$ cat config.mk
export PLATFORM = sky130hd
export DESIGN_NAME = id_entry
export DESIGN_NICKNAME = d
export VERILOG_FILES = /design/src/rtl/id_entry_pkg.sv /design/src/rtl/id_timeout_ctr.sv /design/src/rtl/id_entry.sv
export SDC_FILE = /design/constraint.sdc
export NUM_CORES = 1
export LEC_CHECK = 0
export CAP_MARGIN = 20
export CORE_MARGIN = 2
export CORE_UTILIZATION = 44
export DETAILED_ROUTE_END_ITERATION = 10
export MAX_ROUTING_LAYER = met4
export PLACE_DENSITY = 0.79
export SYNTH_ARGS = -nofsm -noshare
export SYNTH_HDL_FRONTEND = slang
export SYNTH_SLANG_ARGS = --single-unit
export TNS_END_PERCENT = 20
$ cat constraint.sdc
create_clock -name iCLK -period 1.8 [get_ports iCLK]
set_input_delay 0.36 -clock iCLK [delete_from_list [all_inputs] [get_ports iCLK]]
set_output_delay 0.36 -clock iCLK [all_outputs]
set_load 0.005 [all_outputs]
$ cat src/rtl/id_entry_pkg.sv
`default_nettype none
// ============================================================================
// Module   : id_entry_pkg
// Purpose  : Shared definitions for the keypad ID-entry block: keypad code
//            constants, the entry FSM state type, the default ID length and a
//            small digit-classification helper.
// Contents : NUM_DIGITS_DEFAULT  default number of BCD digits in an ID
//            KEY_BKSP/ENTER/CANCEL keypad control codes
//            state_t              IDLE / ENTRY / DONE
//            is_digit()           true for codes 0-9
// Revision : 1.0 - initial release
// ============================================================================
package id_entry_pkg;

  localparam int NUM_DIGITS_DEFAULT = 7;

  // Keypad control codes; 4'hD-4'hF are reserved and silently ignored.
  localparam logic [3:0] KEY_BKSP   = 4'hA;
  localparam logic [3:0] KEY_ENTER  = 4'hB;
  localparam logic [3:0] KEY_CANCEL = 4'hC;

  typedef enum logic [1:0] {
    ST_IDLE  = 2'd0,
    ST_ENTRY = 2'd1,
    ST_DONE  = 2'd2
  } state_t;

  function automatic logic is_digit(input logic [3:0] code);
    return (code <= 4'd9);
  endfunction

endpackage
`default_nettype wire

$ cat src/rtl/id_timeout_ctr.sv
`default_nettype none
// ============================================================================
// Module   : id_timeout_ctr
// Purpose  : Inactivity counter for the ID-entry FSM. Counts cycles while
//            enabled and not cleared; flags expiry in the cycle where the
//            count is about to reach TIMEOUT_CYCLES-1, so the owner can act
//            on the same edge the count gets there.
// Ports    : clk     in  clock, rising edge
//            rst_n   in  synchronous active-low reset
//            clear   in  restart the count from zero
//            enable  in  count only while high; held at zero otherwise
//            expire  out one-cycle expiry indication (combinational)
// Revision : 1.0 - initial release
// ============================================================================
module id_timeout_ctr #(
  parameter int TIMEOUT_CYCLES = 500000000
) (
  input  logic clk,
  input  logic rst_n,
  input  logic clear,
  input  logic enable,
  output logic expire
);

  localparam int            CW   = (TIMEOUT_CYCLES > 2) ? $clog2(TIMEOUT_CYCLES) : 1;
  localparam logic [CW-1:0] LAST = CW'(TIMEOUT_CYCLES - 2);

  logic [CW-1:0] count;

  always_ff @(posedge clk) begin
    if (!rst_n) begin
      count <= '0;
    end else if (clear || !enable) begin
      count <= '0;
    end else begin
      count <= count + CW'(1);
    end
  end

  // A same-cycle clear (key or start) always beats expiry.
  assign expire = enable && !clear && (count == LAST);

endmodule
`default_nettype wire

$ cat src/rtl/id_entry.sv
`default_nettype none
// ============================================================================
// Module   : id_entry
// Purpose  : Collects a fixed-length BCD ID from a keypad scanner. Digits
//            shift in at the low nibble, backspace shifts the ID back out,
//            enter accepts a complete ID, cancel abandons the entry.
//            Optional inactivity abort is built when ID_ENTRY_TIMEOUT_EN is
//            defined; without it ENTRY waits forever and id_timeout is 0.
// Ports    : iCLK         in  clock, rising edge
//            iRST_N       in  synchronous active-low reset
//            start        in  pulse, begin (or restart) an entry
//            key_valid    in  pulse, key_code valid this cycle
//            key_code     in  0-9 digit, A bksp, B enter, C cancel
//            ID           out packed BCD, most recent digit in [3:0]
//            digit_count  out digits held, 0..NUM_DIGITS
//            busy         out high while collecting digits
//            id_valid     out pulse, ID complete and stable
//            key_err      out pulse, key rejected
//            id_cancel    out pulse, entry cancelled by user
//            id_timeout   out pulse, entry aborted by inactivity
// Revision : 1.0 - initial release
// ============================================================================
module id_entry
  import id_entry_pkg::*;
#(
  parameter int NUM_DIGITS     = NUM_DIGITS_DEFAULT,
  parameter int TIMEOUT_CYCLES = 500000000
) (
  input  logic                              iCLK,
  input  logic                              iRST_N,
  input  logic                              start,
  input  logic                              key_valid,
  input  logic [3:0]                        key_code,
  output logic [4*NUM_DIGITS-1:0]           ID,
  output logic [$clog2(NUM_DIGITS+1)-1:0]   digit_count,
  output logic                              busy,
  output logic                              id_valid,
  output logic                              key_err,
  output logic                              id_cancel,
  output logic                              id_timeout
);

  localparam int                  IDW   = 4 * NUM_DIGITS;
  localparam int                  CNT_W = $clog2(NUM_DIGITS + 1);
  localparam logic [CNT_W-1:0]    FULL  = CNT_W'(NUM_DIGITS);

  // Shifting by a nibble needs at least two digits; the counter needs a
  // window of at least two cycles.
  if (NUM_DIGITS < 2) begin : g_bad_num_digits
    $error("id_entry: NUM_DIGITS must be at least 2");
  end
  if (TIMEOUT_CYCLES < 2) begin : g_bad_timeout
    $error("id_entry: TIMEOUT_CYCLES must be at least 2");
  end

  state_t state;
  logic   timeout_hit;
  logic   tmo_clear;
  logic   tmo_enable;

  // Any key, accepted or not, counts as activity, as does a restart.
  assign tmo_clear  = start || key_valid;
  assign tmo_enable = (state == ST_ENTRY);

`ifdef ID_ENTRY_TIMEOUT_EN
  id_timeout_ctr #(
    .TIMEOUT_CYCLES (TIMEOUT_CYCLES)
  ) u_timeout_ctr (
    .clk    (iCLK),
    .rst_n  (iRST_N),
    .clear  (tmo_clear),
    .enable (tmo_enable),
    .expire (timeout_hit)
  );
`else
  assign timeout_hit = 1'b0;
  logic unused_tmo;
  assign unused_tmo = tmo_clear ^ tmo_enable;
`endif

  always_ff @(posedge iCLK) begin
    if (!iRST_N) begin
      state       <= ST_IDLE;
      ID          <= '0;
      digit_count <= '0;
      busy        <= 1'b0;
      id_valid    <= 1'b0;
      key_err     <= 1'b0;
      id_cancel   <= 1'b0;
      id_timeout  <= 1'b0;
    end else begin
      id_valid   <= 1'b0;
      key_err    <= 1'b0;
      id_cancel  <= 1'b0;
      id_timeout <= 1'b0;

      // start has priority in every state; a key arriving with it is dropped
      // without complaint.
      if (start) begin
        state       <= ST_ENTRY;
        ID          <= '0;
        digit_count <= '0;
        busy        <= 1'b1;
      end else begin
        case (state)
          ST_IDLE: begin
            // Keys are ignored while idle.
          end

          ST_ENTRY: begin
            if (key_valid) begin
              if (is_digit(key_code)) begin
                if (digit_count != FULL) begin
                  ID          <= {ID[IDW-5:0], key_code};
                  digit_count <= digit_count + CNT_W'(1);
                end else begin
                  key_err <= 1'b1;
                end
              end else begin
                case (key_code)
                  KEY_BKSP: begin
                    if (digit_count != '0) begin
                      ID          <= {4'h0, ID[IDW-1:4]};
                      digit_count <= digit_count - CNT_W'(1);
                    end else begin
                      key_err <= 1'b1;
                    end
                  end
                  KEY_ENTER: begin
                    if (digit_count == FULL) begin
                      state    <= ST_DONE;
                      busy     <= 1'b0;
                      id_valid <= 1'b1;
                    end else begin
                      key_err <= 1'b1;
                    end
                  end
                  KEY_CANCEL: begin
                    state       <= ST_IDLE;
                    busy        <= 1'b0;
                    ID          <= '0;
                    digit_count <= '0;
                    id_cancel   <= 1'b1;
                  end
                  default: begin
                    // Reserved codes are ignored.
                  end
                endcase
              end
            end else if (timeout_hit) begin
              state       <= ST_IDLE;
              busy        <= 1'b0;
              ID          <= '0;
              digit_count <= '0;
              id_timeout  <= 1'b1;
            end
          end

          ST_DONE: begin
            // ID and digit_count hold for the LCD until the next start.
            state <= ST_IDLE;
          end

          default: begin
            state <= ST_IDLE;
            busy  <= 1'b0;
          end
        endcase
      end
    end
  end

endmodule
`default_nettype wire
==> flow_summary.json <==
{
  "status": "completed",
  "worstPathRequired_ns": 2.01,
  "worst_ep_arrival_time_ns": 2.00,
  "wl_um": 5670,
  "drt_pass1_iterations": 5,
  "timing.hold.worst.start": "ID[1]",
  "cp_top_family": "buffers and inverters",
  "ys_async_sr_fraction_pct": 0,
  "worst-path-max-fanout": 6,
  "port-buffer-count": 42,
  "fin_crit_ns": 1.79,
  "final_hold_violation_count": 0,
  "multi_input_comb_area_sq_um": 1020,
  "worstHoldEndpoint": "ID[1]",
  "synthCells": 201,
  "synthDominantCellAreaShare_pct": 40.0,
  "wire_per_inst_um": 17.7,
  "fmax_ghz": 0.560,
  "maximum_number_of_pins_on_one_net_before_global_route_repair": 26,
  "tritoncts": "done",
  "mappedNetlistNets": 213,
  "path_buf_inv": 4,
  "fin_setup_tns_ns": 0,
  "critical-path-slowest-cell": "sky130_fd_sc_hd__clkdlybuf4s50_1",
  "fillers": 335,
  "clk_pin_slew_ns": 0.08,
  "clock-sinks": 37,
  "grt_util_all_layers_pct": 23.6,
  "antenna_violating_nets_post_route": 0,
  "cts_max_level": 2,
  "cts-root-buf": "sky130_fd_sc_hd__clkbuf_8",
  "floorplan.core_area_sq_um": 4030,
  "detailroute.via_count": 2013,
  "cts-root-to-sink-buffers": 2,
  "finalSetupViolations": 0,
  "synth-main-ff-cell": "sky130_fd_sc_hd__dfxtp_1",
  "x_dimension_of_the_die_um": 68.9,
  "fraction_of_the_core_area_covered_by_cells_at_the_end_of_the_flow_pct": 68.2,
  "rr_startpoint": "digit_count[0]",
  "synth_sequential_area_ratio_pct": 40.0,
  "avgSynthCellArea_sq_um": 9.21,
  "grt_pass1_vias": 1703,
  "ff2ff_setup_slack_ns": 0.07,
  "postLayoutSetupSlackWorst_ns": 0.0133,
  "finalWeightedCongestion": 0.902,
  "timing_worst_setup_path_type": "in2reg",
  "cts_buffers": 5,
  "detailedRoute.firstIterationViolations": 353,
  "cellPowerDensity_nw_per_um2": 660,
  "die_area_sq_um": 4740,
  "critPathMaxStageDelay_ns": 0.48,
  "globalRouteOverflowTotal": 0,
  "syn_to_final_growth_pct": 48.4,
  "final_nets": 281,
  "drv_slew": 0,
  "initial_utilization_pct": 45.9,
  "hpwlAfterDp_um": 3670,
  "synthesis.yosys.warnings": 0,
  "clock_insertion_delay_worst_skew_ns": 0.30,
  "layout_cells_sized_above_1_pct": 20.7,
  "setup.worst_path.start_class": "primary input",
  "r2r-end": "ID[6]",
  "number_of_antenna_violations_at_the_first_check_in_global_routing": 0,
  "fp-row-count": 23,
  "finalCritPeriodShare_pct": 99.3,
  "critical_path.cell_chain": "clkdlybuf4s50_1, nand2b_1, nor4_4, buf_4, nor3_4, buf_12, clkbuf_16, a211oi_1",
  "holdCritPathClass": "reg2reg",
  "vdd_drop_max_mv": 0.349,
  "synth_cell_area_sq_um": 1850,
  "yosys.cell_types.count": 46,
  "post_synth_main_area_contributors": "sky130_fd_sc_hd__dfxtp_1 (40%), sky130_fd_sc_hd__a32oi_1 (9.9%), sky130_fd_sc_hd__a211oi_1 (8.9%), sky130_fd_sc_hd__a21oi_1 (7.0%), sky130_fd_sc_hd__ha_1 (2.7%)",
  "maxCapViolCount": 0,
  "sequential_cell_area_sq_um": 741,
  "synth_enable_flop_cells": 0,
  "worstSetupEndpointType": "flop",
  "synth_top_cell_by_area": "sky130_fd_sc_hd__dfxtp_1",
  "drt-vias-per-instance": 6.29,
  "io_pins": 44,
  "dp_slack_ns": -0.350,
  "r2r.worst_path.cells": 9,
  "postSynthRegisterBits": 37,
  "worst_clock_skew_ns": 0.0101,
  "n_antenna_cell": 0,
  "floorplan.die.height_um": 68.9,
  "post-route-drc-count": 0,
  "static-leakage-power_nw": 0.975,
  "min_delay_path_depth": 2,
  "grt_pass1_wl_um": 8190
}
[synthesized netlist by cell type, types with 2 or more instances]
| cell | n |
|---|---|
| sky130_fd_sc_hd__nand3_1 | 3 |
| sky130_fd_sc_hd__o31ai_1 | 2 |
| sky130_fd_sc_hd__mux2i_1 | 2 |
| sky130_fd_sc_hd__o21ai_1 | 2 |
| sky130_fd_sc_hd__buf_2 | 4 |
| sky130_fd_sc_hd__nor2b_1 | 2 |
| sky130_fd_sc_hd__dfxtp_1 | 37 |
| sky130_fd_sc_hd__o21ai_0 | 4 |
| sky130_fd_sc_hd__a32oi_1 | 21 |
| sky130_fd_sc_hd__a32o_1 | 4 |
| sky130_fd_sc_hd__nand4_1 | 2 |
| sky130_fd_sc_hd__nand2b_1 | 3 |
| sky130_fd_sc_hd__a21o_1 | 2 |
| sky130_fd_sc_hd__nor2_1 | 2 |
| sky130_fd_sc_hd__a21oi_1 | 26 |
| sky130_fd_sc_hd__ha_1 | 4 |
| sky130_fd_sc_hd__clkbuf_1 | 13 |
| sky130_fd_sc_hd__buf_1 | 2 |
| sky130_fd_sc_hd__a211oi_1 | 22 |
| sky130_fd_sc_hd__inv_1 | 6 |
| sky130_fd_sc_hd__nand3b_1 | 2 |
| sky130_fd_sc_hd__o21a_1 | 2 |
| sky130_fd_sc_hd__nor3_1 | 2 |
| sky130_fd_sc_hd__nand2_1 | 8 |
| sky130_fd_sc_hd__buf_4 | 3 |
[through the flow]
| stage | instance area, sq um | total power, mW | hold slack, ns | cells |
|---|---|---|---|---|
| floorplan | 1850 | 1.03 | 0.457 | 201 |
| global placement | 2530 | 1.17 | 0.464 | 307 |
| detailed placement | 2530 | 1.17 | 0.462 | 307 |
| CTS | 2630 | 1.79 | 0.477 | 315 |
| global route | 2750 | 1.87 | 0.491 | 320 |
| finish | 2750 | 1.81 | 0.476 | 320 |
[routing by layer]
layer | wire length, um | global-route usage [%]
met2 | 2600 | 34.6
met4 | 114 | 9.07
met3 | 451 | 5.03
met1 | 2500 | 31.9
met5 | 0 | -
[logic make-up (layout without fill, tap and decap cells)]
| group | Yosys count | in the layout | synth area share (%) |
|---|---|---|---|
| AOI/OAI and AO/OA | 93 | 93 | 36.8 |
| xor gates and xnor gates | 2 | 2 | 0.947 |
| adders and majority gates | 4 | 4 | 2.70 |
| buffers and inverters | 28 | 97 | 6.56 |
| DFF | 37 | 37 | 40.0 |
| muxes | 2 | 2 | 1.08 |
| other | 1 | 1 | 0.203 |
| and+or+nand+nor | 34 | 34 | 11.6 |
[state kept, by name, summed over array words and instances, names as in the netlist]
register     flops
key_err          1
id_valid         1
id_cancel        1
ID              28
busy             1
digit_count      3
state            2
[where the power goes]
part           internal [mW]  switching [mW]  leakage, nW
Combinational          0.164           0.170        0.624
Sequential             0.836          0.0187        0.300
Clock                  0.310           0.313       0.0512
Total                   1.31           0.502        0.975
[repair_timing]
item / 4_1_cts / 5_1_grt
setup buffers: 0 / 2
resized for setup: 1 / 7
endpoints found under the setup margin: 25 / 26
hold buffers: 0 / 0
pin swaps: 0 / 2
endpoints found under the hold margin: 0 / 0
cloned: 0 / 3
[layout by cell type, fill, tap and decap left out, drive strengths merged, types with 2 or more instances in the layout]
cell,n
a211oi,22
nand3,3
a21oi,26
o21ai,6
nand2,8
nand3b,2
dfxtp,37
o31ai,2
nor3,3
clkdlybuf4s50,39
o21a,2
clkbuf,8
a32oi,21
a21o,2
dlymetal6s2s,2
nor2,2
ha,4
nand4,2
inv,6
nand2b,3
nor2b,2
mux2i,2
a32o,4
clkinv,2
nor4,2
buf,39
[tightest hold or removal path: stages, from the launching register on]
cell and delay, ns:
sky130_fd_sc_hd__dfxtp_1 0.32, sky130_fd_sc_hd__nand2_1 0.06, sky130_fd_sc_hd__o21ai_1 0.05
[cell type report]
class,count,share of cell area (%)
Clock buffer,6,3.01
Clock inverter,2,0.501
Inverter,6,0.820
Multi-Input combinational cell,136,37.0
Sequential cell,37,27.0
Tap cell,50,2.28
Timing Repair Buffer,83,29.4
[how the worst max path moves through the flow]
stage / from / slack [ns] / depth (start not counted) / end
finish: key_code[0] / 0.01 / 8 / ID[6]
global route: key_code[0] / -0.03 / 8 / ID[16]
CTS: key_code[2] / 0.04 / 5 / state[1]
detailed placement: key_code[1] / -0.35 / 7 / ID[23]
global placement: key_code[1] / -0.31 / 7 / ID[22]
floorplan: digit_count[0] / 0.09 / 8 / ID[20]
Note: power is estimated with default switching activity, not from simulation.
